### src/rtl/cpu_bus_arbiter_pkg.sv
// Shared encodings for the CPU memory-bus arbiter: FSM states, owner ids
// and the width of the data-port fairness streak counter.
package cpu_bus_arbiter_pkg;

  typedef enum logic {
    BUS_IDLE = 1'b0,
    BUS_BUSY = 1'b1
  } bus_state_t;

  localparam logic BUS_OWN_I = 1'b0;
  localparam logic BUS_OWN_D = 1'b1;

  localparam int STREAK_W = 4;
  localparam logic [STREAK_W-1:0] STREAK_SAT = '1;

endpackage

### src/rtl/bus_arb_priority.sv
// Fairness policy: D wins contested picks until it has won MAX_D_STREAK in a
// row, then I is forced through. Also produces the updated streak value.
module bus_arb_priority
  import cpu_bus_arbiter_pkg::*;
#(
  parameter int MAX_D_STREAK = 4
) (
  input  logic                i_req_i,
  input  logic                i_req_d,
  input  logic [STREAK_W-1:0] i_streak,
  output logic                o_grant,
  output logic                o_owner,
  output logic [STREAK_W-1:0] o_streak_next
);

  localparam logic [STREAK_W-1:0] MAX_S = STREAK_W'(MAX_D_STREAK);

  logic w_contested;
  logic w_force_i;

  always_comb begin
    w_contested   = i_req_i & i_req_d;
    w_force_i     = (i_streak == MAX_S);
    o_grant       = i_req_i | i_req_d;
    o_owner       = (i_req_d && !(w_contested && w_force_i)) ? BUS_OWN_D : BUS_OWN_I;
    o_streak_next = i_streak;
    // Uncontested D grants leave the streak untouched.
    if (o_grant && (o_owner == BUS_OWN_I)) begin
      o_streak_next = '0;
    end else if (w_contested && (i_streak != STREAK_SAT)) begin
      o_streak_next = i_streak + STREAK_W'(1);
    end
  end

endmodule

### src/rtl/cpu_bus_arbiter.sv
// Shares the CPU memory bus between fetch (I) and data (D) requesters.
// Handshake: a requester holds *_start high; its *_done pulses once, combinationally with mem_done.
module cpu_bus_arbiter
  import cpu_bus_arbiter_pkg::*;
#(
  parameter int MAX_D_STREAK = 4
) (
  input  logic                clk,
  input  logic                reset,
  input  logic [31:0]         i_addr,
  input  logic [31:0]         i_data,
  input  logic                i_we,
  input  logic                i_start,
  output logic [31:0]         i_q,
  output logic                i_done,
  input  logic [31:0]         d_addr,
  input  logic [31:0]         d_data,
  input  logic                d_we,
  input  logic                d_start,
  output logic [31:0]         d_q,
  output logic                d_done,
  output logic [31:0]         mem_addr,
  output logic [31:0]         mem_data,
  output logic                mem_we,
  output logic                mem_start,
  input  logic [31:0]         mem_q,
  input  logic                mem_done,
  output logic                owner,
  output logic                busy,
  output logic                o_dbg_state,
  output logic [STREAK_W-1:0] o_dbg_streak
);

  bus_state_t          r_state;
  bus_state_t          w_state_next;
  logic                r_owner;
  logic [31:0]         r_addr;
  logic [31:0]         r_data;
  logic                r_we;
  logic [STREAK_W-1:0] r_streak;

  logic                w_grant;
  logic                w_owner_pick;
  logic [STREAK_W-1:0] w_streak_next;
  logic                w_take;

  bus_arb_priority #(.MAX_D_STREAK(MAX_D_STREAK)) u_priority (
    .i_req_i       (i_start),
    .i_req_d       (d_start),
    .i_streak      (r_streak),
    .o_grant       (w_grant),
    .o_owner       (w_owner_pick),
    .o_streak_next (w_streak_next)
  );

  assign w_take = (r_state == BUS_IDLE) && w_grant;

  always_ff @(posedge clk) begin
    if (reset) r_state <= BUS_IDLE;
    else       r_state <= w_state_next;
  end

  always_comb begin
    w_state_next = r_state;
    case (r_state)
      BUS_IDLE: if (w_grant)  w_state_next = BUS_BUSY;
      BUS_BUSY: if (mem_done) w_state_next = BUS_IDLE;
      default:                w_state_next = BUS_IDLE;
    endcase
  end

  always_comb begin
    busy      = (r_state == BUS_BUSY);
    mem_start = busy && !mem_done;
    i_done    = mem_done && busy && (r_owner == BUS_OWN_I);
    d_done    = mem_done && busy && (r_owner == BUS_OWN_D);
    i_q       = i_done ? mem_q : 32'd0;
    d_q       = d_done ? mem_q : 32'd0;
  end

  // Transaction fields are captured only at grant and held for the whole BUSY phase.
  always_ff @(posedge clk) begin
    if (reset) begin
      r_owner  <= BUS_OWN_I;
      r_addr   <= '0;
      r_data   <= '0;
      r_we     <= 1'b0;
      r_streak <= '0;
    end else if (w_take) begin
      r_owner  <= w_owner_pick;
      r_streak <= w_streak_next;
      if (w_owner_pick == BUS_OWN_D) begin
        r_addr <= d_addr;
        r_data <= d_data;
        r_we   <= d_we;
      end else begin
        r_addr <= i_addr;
        r_data <= i_data;
        r_we   <= i_we;
      end
    end
  end

  assign mem_addr     = r_addr;
  assign mem_data     = r_data;
  assign mem_we       = r_we;
  assign owner        = r_owner;
  assign o_dbg_state  = r_state;
  assign o_dbg_streak = r_streak;

endmodule
### config.mk
export PLATFORM = sky130hd
export DESIGN_NAME = cpu_bus_arbiter
export DESIGN_NICKNAME = d
export VERILOG_FILES = /design/src/rtl/cpu_bus_arbiter_pkg.sv /design/src/rtl/bus_arb_priority.sv /design/src/rtl/cpu_bus_arbiter.sv
export SDC_FILE = /design/constraint.sdc
export NUM_CORES = 1
export LEC_CHECK = 0
export BUFFER_PORTS_ARGS = -buffer_cell sky130_fd_sc_hd__buf_2
export CORE_AREA = 2 2 118 120
export DETAILED_ROUTE_END_ITERATION = 8
export DIE_AREA = 0 0 120 122
export GPL_TIMING_DRIVEN = 0
export PLACE_DENSITY = 0.72
export REMOVE_ABC_BUFFERS = 1
export SLEW_MARGIN = 10
export SYNTH_ARGS = -nofsm -noshare
export SYNTH_HDL_FRONTEND = slang
export SYNTH_SLANG_ARGS = --single-unit
### constraint.sdc
create_clock -name clk -period 1.65 [get_ports clk]
set_input_delay 0.165 -clock clk [delete_from_list [all_inputs] [get_ports clk]]
set_output_delay 0.165 -clock clk [all_outputs]
set_load 0.02 [all_outputs]
==> results of run 1 <==
[flip-flops by register name (all words and copies together) (netlist names)]
name	cells
busy	1
mem_addr	32
mem_data	32
mem_we	1
o_dbg_streak	4
owner	1
[where the power goes]
part           internal [uW]  switching, uW  total (uW)
logic                    563            842        1400
clock network           1340            802        2140
registers               1880           93.1        1980
[per-stage QoR]
stage	util	cell area (um^2)	total power, uW	setup slack, ns
2_1_floorplan	-	3770	2780	-2.39
3_3_place_gp	0.409	5520	3360	-4.30
3_5_place_dp	0.420	5670	3350	-0.643
4_1_cts	0.459	6200	5540	-0.0103
5_1_grt	0.477	6430	5780	-0.0378
6_report	0.477	6430	5520	-0.0138
[critical path, stage by stage, from the launching register on]
cell     delay (ns)
dfxtp_4        0.35
inv_2          0.04
ha_4           0.18
and4b_4        0.23
buf_12         0.15
buf_8          0.15
buf_4          0.14
o32a_1         0.28
nor2_1         0.08
[Yosys cell counts, drive strengths merged]
cell	count	share of area
o21ba	1	0.0025
nand2	2	0.0018
and4b	1	0.0025
nand2b	2	0.0031
o32a	1	0.0025
a311oi	66	0.20
nand4b	1	0.0022
o21ai	68	0.084
nor3	1	0.0012
nand3b	1	0.0018
and4	1	0.0028
or4b	2	0.0049
inv	4	0.0037
nand3	67	0.082
a21oi	3	0.0037
a31oi	1	0.0015
dfxtp	71	0.35
nor2b	2	0.0031
and3	2	0.0031
buf	33	0.049
nor4bb	1	0.0025
clkbuf	26	0.026
and2	64	0.098
ha	2	0.0061
nand4	1	0.0015
nor2	68	0.063
[cells by family after synthesis]
kind of cell    synth area share
fa+ha+maj                0.00614
buf+inv                   0.0789
simple gates               0.274
flops                      0.349
compound gates             0.292
[path summary, 6_finish.rpt]
| check | start | end |
|---|---|---|
| max | o_dbg_streak[0] | owner |
| min | i_data[22] | mem_data[22] |
| max reg2reg | o_dbg_streak[0] | owner |
| min reg2reg | mem_addr[15] | mem_addr[15] |
[per-layer routing]
metal	vias up	share of wire
li1	2383	-
met1	2397	0.38
met2	238	0.51
met3	34	0.073
met4	0	0.037
met5	-	0
[repair_timing]
item                                    CTS  global route
endpoints found under the setup margin  133           120
resized for setup                        21            32
buffers inserted                          7             5
cloned                                    4             8
pin swaps                                15            19
[layout make-up]
type	count	area, um^2
multi-input combinational	362	2500
clock buffer	10	229
inverter	4	17.5
clock inverter	6	92.6
fill	1356	7070
tap	180	225
antenna	5	12.5
sequential	71	1440
timing repair buffer	329	1930
==> flow_results.org, run 1 <==
** Timing
- For this run, the top clock speed supported by timing is 0.601 GHz.
- Count of final setup violators :: 1
- Setup total negative slack on the finished layout was measured at -0.0138 ns.
- Crit share post-route :: 1.01
- Measured against its own limit, the worst slew margin works out to 0.505.
- Setup repair after global routing could not meet its margin everywhere.
- Time the final worst path needs with I/O delays and setup :: 1.66 ns
- The count of pins over their slew limit was 0.
- Slew at the pin with the worst max-slew slack :: 0.743 ns
- Post-route worst hold slack :: 0.0927 ns
- On the final layout, the worst clock skew is 0.00999 ns.
- The final hold violation count was 0.
- Smallest setup slack after layout :: -0.0138 ns

** Logic synthesis
- Synthesized area per cell :: 8.28 um^2
- The share of the Yosys chip area taken by registers is 0.349.
- Number of synthesis warnings :: 0
- In this run, synthesis produced a sequential element count of 71.
- The cell count after synthesis came out at 492.
- Netlist area before placement :: 0.00407 mm^2
- Counting distinct cell types in the post-synthesis netlist gives 33.

** CTS
- CTS clock-pin slew for the worst setup and hold paths :: 0.06 ns
- CTS Buffer Depth :: 2
- The clock drives 71 sinks.
- Post-CTS Hold Buffers :: 0
- The later pin in the worst-skew pair is clocked with a latency of 0.34 ns.
- Number of levels the H-tree was split into :: 3
- CTS placed an instance of clkbuf_16 at the clock tree root.
- Inserted Clock Buffers :: 9
- TritonCTS built the clock tree.

** Placement
- Once placement completed, the tool counted placed cells totaling 926.
- Port Buffers :: 305
- Final weighted congestion in routability-driven placement :: 0.792
- HPWL after detailed placement :: 10900 um

** Critical path
- The worst register-to-register path has a depth of 8.
- The worst setup path is captured at a flop.
- STA classifies the critical path startpoint as a flop.
- Required time at the worst-slack endpoint :: 1.92 ns
- The setup path with the least slack is of type reg2reg.
- The worst register-to-register path has a setup slack of -0.01 ns.
- Worst-path fanout max :: 8
- Data arrival time of the worst path :: 1.94 ns

** Detailed routing
- Routed wire length :: 17200 um
- In the routed design, unresolved DRC markers number 0.
- Once detail routing completed, the nets flagged for antenna violations numbered 0.
- Vias per inst :: 5.22
- The first TritonRoute pass finished after 4 iterations.
- Detail-routed net length per standard cell :: 17.8 um
- The first routing iteration left 317 violations.
- Detailed routing inserted a total of 5052 vias.

** Flow run
- Max-cap check violation count :: 0

** Finish
- Compared with the post-synthesis result, the final layout area differs by 58.0%.
- The top cell types in the final layout, fill and taps aside, are 303 x buf_2, 68 x nor2_1, 66 x nand3_1, 65 x dfxtp_1, 64 x and2_1.
- Commonest non-fill, non-tap cell in the layout :: buf_2
- Count of non-filler cells in the finished layout :: 967
- Fraction of final layout cells sized beyond drive strength 1 :: 0.531
- For this run, the post-layout net count is 946.

** Floorplan
- Die Footprint :: 0.0146 mm^2
- Core Area :: 0.0135 mm^2
- 306 I/O pins were placed.
- Std cell rows :: 43
- Floorplan die height :: 122 um
- For this configuration, the core starts out at a cell density of 0.302.
- The die is 120 um wide.

** Global route
- The first global-routing pass estimated 23800 um of wire.
- Layer with the highest usage :: met2
- The number of global-route vias before repair came to 4462.
- In the global route stage, met3 resource usage came out at 0.0440.
- Maximum number of pins on one net before global-route repair :: 75
- GR Util All Layers :: 0.209
- The initial antenna violation count was 5.
- For this run, global-route usage on met1 was measured as 0.234.
- For met2 alone, demand over resource in global routing was 0.369.
- The total overflow left after global routing is 0.

** Pwr
- Power spread over the standard cell area amounts to 857 mW/mm^2.
- Highest ir drop seen on vdd :: 0.000342 V
- P_leak :: 0.00306 uW

** Run status
- The run finished, with violations left.
- The checks that failed: setup timing.

** Worst hold path
- The worst hold path passes through 3 cells.
- The min-delay analysis places its worst path in the category in2reg.
Power figures use the tool's default switching activity.
==> inputs of run 2 (changes only) <==
--- a/config.mk
+++ b/config.mk
@@ -5,10 +5,11 @@
 export SDC_FILE = /design/constraint.sdc
 export NUM_CORES = 1
 export LEC_CHECK = 0
+export ABC_AREA = 1
 export BUFFER_PORTS_ARGS = -buffer_cell sky130_fd_sc_hd__buf_2
-export CORE_AREA = 2 2 118 120
+export CORE_AREA = 2 2 119 121
 export DETAILED_ROUTE_END_ITERATION = 8
-export DIE_AREA = 0 0 120 122
+export DIE_AREA = 0 0 121 123
 export GPL_TIMING_DRIVEN = 0
 export PLACE_DENSITY = 0.72
 export REMOVE_ABC_BUFFERS = 1
==> flow_results.org, run 2 <==
** Pwr
- The switching power as a share of total power is 0.329 (+0.0144).
- The power per cell area is 817 mW/mm^2 (-4.7%).
- P_leak :: 0.00403 uW (+32%)
- The combinational group share of total power was 0.294 (+0.039).
- Highest ir drop seen on vdd :: 0.000542 V (+59%)
- Int Pwr :: 3600 uW (-4.8%)
- The share of power burned in registers came to 0.368 (+0.010).
- Switching power :: 1770 uW (+1.7%)
- The total power consumption of the routed design is 5360 uW (-2.8%).
- Part of the power in the clock network :: 0.338 (-0.049)

** Global route
- Maximum number of pins on one net before global-route repair :: 76 (+1.3%)
- Met2 demand-to-capacity share in global routing :: 0.385 (+0.0155)
- The met3 track utilization from global routing was 0.0660 (+0.0220).
- The residual overflow from global routing was 0 (unchanged).
- Number of global-route vias before repair :: 4923 (+10%)
- The global-route total usage across every layer is 0.217 (+0.00768).
- The first-pass GRT wire length was 24700 um (+4.1%).
- Number of antenna violations at the first check in global routing :: 6 (+1)
- Layer with the highest usage :: met2
- Met1 Use GR :: 0.241 (+0.00664)

** Worst hold path
- The path with the worst hold slack has its endpoint at mem_addr[23].
- The number of instances on the worst hold path is 5 (+2).
- The worst hold path begins at i_addr[23].
- The worst hold path belongs to the class in2reg.

** Logic synthesis
- The share of async-settable or async-resettable flops after synthesis is 0 (unchanged).
- Number of synthesis warnings :: 0 (unchanged)
- By count the netlist is led by 203 x nor2_1, 141 x nand2_1, 138 x nand3_1.
- Simple-gate area share of the yosys netlist :: 0.482 (+0.208)
- The mean instance size in the synthesized netlist is 5.69 um^2 (-31%).
- The post-synthesis xor/xnor area fraction was 0 (unchanged).
- Portion of the post-synthesis area used by sequential elements :: 0.343 (-0.00611)
- Fraction of the mapped netlist area in compound gates :: 0.0136 (-0.279)
- After synthesis, the largest family of logic cells by area is simple AND/OR/NAND/NOR gates.
- The total standard cell area after synthesis was 0.00415 mm^2 (+1.8%).
- Number of different library cells in the post-synthesis netlist :: 18 (-45%)
- Gate count of the mapped netlist :: 729 (+48%)
- EDFF count, synth :: 0 (unchanged)
- The multiplexer share of the synthesized area is 0 (unchanged).
- The flip-flop and latch count after synthesis came to 71 (unchanged).
- Most common cell in the netlist :: nor2_1
- Predominant post-synthesis flop cell :: dfxtp_1
- Post-synthesis share of cell area spent on full adders, half adders and majority gates :: 0.00604 (-0.000108)
- In the post-synthesis netlist, the biggest area contributors are dfxtp_1 34%, nor2_1 18%, nand3_1 17%.
- Library cell occupying the most area in the post-synthesis netlist :: dfxtp_1
- Portion of synthesized cell area occupied by the leading cell type :: 0.343 (-0.00611)

** Finish
- Final core occ :: 0.482 (+0.00588)
- Count of non-filler cells in the finished layout :: 1206 (+25%)
- Most used cells in the layout excluding fill and tap cells :: 255 x buf_2, 193 x nor2_1, 141 x nand2_1, 135 x nand3_1, 103 x inv_1
- The number of nets in the final layout was 1186 (+25%).
- Area Overhead vs Synth :: 58.4%
- The fraction of layout cells with a size suffix above 1 was 0.363 (-0.168).
- The library cell used most frequently in the layout, excluding fill and tap cells, is buf_2.

** Timing
- Crit share post-route :: 1.05 (+0.0408)
- The normalized max-slew margin was 0.483 (-0.0218).
- Slew at the pin with the worst max-slew slack :: 0.775 ns (+0.0327 ns)
- The worst clock skew was 0.00451 ns (-0.00548 ns).
- Smallest setup slack after layout :: -0.0810 ns (-0.0673 ns)
- The count of pins over their slew limit is 0 (unchanged).
- Unrepaired setup endpoints after global routing :: true
- The final hold violation count was 0 (unchanged).
- Count of final setup violators :: 34 (+33)
- The fmax is 0.578 GHz (-3.9%).
- Time the final worst path needs with I/O delays and setup :: 1.73 ns (+0.0673 ns)

** Critical path
- The number of cells on the worst reg-to-reg path came to 7 (-1).
- The critical path is of the reg2out type.
- Worst setup slack for register-to-register paths :: 0.11 ns (+0.12 ns)
- Required time at the worst-slack endpoint :: 1.48 ns (-0.44 ns)
- Endpoint of the worst register-to-register path :: mem_addr[19]
- Worst-path fanout max :: 7 (-1)
- Reg2reg start :: busy
- Crit path launch type :: flop
- The worst setup path is captured at a primary output.
- The data arrival time of the critical path is 1.57 ns (-0.37 ns).

** Floorplan
- The initial core utilization came to 0.305 (+0.00295).
- The count of boundary I/O pins is 306 (unchanged).
- The width of the die is 121 um (+0.83%).
- The number of rows in the core area is 43 (unchanged).
- The core footprint was 0.0136 mm^2 (+0.80%).
- The floorplan die area came to 0.0149 mm^2 (+1.7%).
- Floorplan die height :: 123 um (+0.82%)

** CTS
- The maximum buffer depth of the clock tree came to 2 (unchanged).
- Sinks on Clock Net :: 71 (unchanged)
- The clock transition at the registers of the reported paths is 0.06 ns (about the same).
- In this run the clock root is driven by a clkbuf_16.
- TritonCTS clock tree :: yes
- Number of levels the H-tree was split into :: 3 (unchanged)
- Clock latency reported for the late side of the worst-skew pair :: 0.34 ns (about the same)
- Inserted Clock Buffers :: 9 (unchanged)
- Post-CTS Hold Buffers :: 0 (unchanged)

** Placement
- HPWL after detailed placement :: 10800 um (-0.19%)
- Port Buffers :: 305 (unchanged)
- The placed instance count was 1166 (+26%).
- Final weighted congestion in routability-driven placement :: 0.819 (+3.4%)

** Detailed routing
- Vias per inst :: 4.53 (-13%)
- The mean routed wirelength per cell came to 13.8 um (-22%).
- Post-route antenna net violation count :: 0 (unchanged)
- Residual DRC count :: 0 (unchanged)
- The total wirelength of the detailed-routed design came to 16700 um (-3.2%).
- The initial detailed-routing violation count is 233 (-26%).
- DR pass1 iterations :: 4 (unchanged)
- Via total after detailed routing :: 5469 (+8.3%)

** Flow run
- Max-cap check violation count :: 0 (unchanged)

** Run status
- Outcome :: finished, violations left
- The checks that failed: setup timing.
==> run 2: changes by cell type after synthesis, sizes merged, moves of 3 or more <==
| cell | before | now |
|---|---|---|
| buf | 33 | 27 |
| a21oi | 3 | 6 |
| and2 | 64 | 0 |
| inv | 4 | 110 |
| nor2 | 68 | 203 |
| nand2 | 2 | 141 |
| o21ai | 68 | 3 |
| nand3 | 67 | 138 |
| a311oi | 66 | 0 |
==> run 2: area by class of cell <==
class / instances / area [um^2]
Tap cell: 180 / 225
Timing Repair inverter: 1 / 7.51
Multi-Input combinational cell: 500 / 2220
Sequential cell: 71 / 1430
Timing Repair Buffer: 324 / 1940
Fill cell: 1420 / 7050
Antenna cell: 4 / 10.0
Clock inverter: 3 / 17.5
Inverter: 110 / 455
Clock buffer: 13 / 260
==> run 2: power by group through the flow <==
| stage | clock network [uW] | logic, uW | registers (uW) |
|---|---|---|---|
| 3_5_place_dp | 0 | 1450 | 2010 |
| 5_1_grt | 1950 | 1750 | 1990 |
| 2_1_floorplan | 0 | 625 | 2210 |
| 3_3_place_gp | 0 | 1440 | 2000 |
| 4_1_cts | 1890 | 1550 | 1970 |
| 6_report | 1810 | 1580 | 1970 |
==> run 2: worst max path at each step <==
stage / from / end
4_1_cts: busy / i_q[8]
3_5_place_dp: d_start / mem_addr[19]
3_3_place_gp: d_start / mem_data[2]
6_report: owner / i_q[24]
5_1_grt: busy / i_q[13]
2_1_floorplan: o_dbg_streak[2] / mem_addr[0]
==> run 2: per-layer routing <==
layer	up-vias	share of wire	routed length (um)
li1	2785	-	-
met5	-	0.00078	13
met3	25	0.086	1430
met1	2423	0.40	6700
met2	234	0.48	8040
met4	2	0.029	476
==> run 2: per-stage QoR <==
stage               hold WS [ns]  setup TNS [ns]  area, um^2  setup WS [ns]
floorplan                  0.234          -84.04        3910         -0.762
global placement           0.448         -161.66        5670          -2.62
detailed placement         0.448          -68.63        5770          -1.15
CTS                       0.0912           -1.36        6450        -0.0667
global route               0.117           -5.43        6560         -0.132
finish                     0.105           -1.17        6570        -0.0810
==> run 2: kinds of logic after synthesis <==
group,count (synthesis)
buf+inv,161
fa+ha+maj,2
flops,71
simple gates,485
compound gates,10
==> run 2: what timing repair did <==
item / 4_1_cts / 5_1_grt
pin swaps: 6 / 3
setup buffers: 13 / 2
endpoints found under the hold margin: 0 / 0
gates cloned: 5 / 1
setup endpoints to repair: 135 / 129
resized for setup: 68 / 27
==> run 2: critical path: stages, from the launching register on <==
cell	delay (ns)
dfxtp_4	0.36
nor3_4	0.30
clkinvlp_4	0.16
buf_4	0.17
nor2_1	0.09
buf_4	0.15
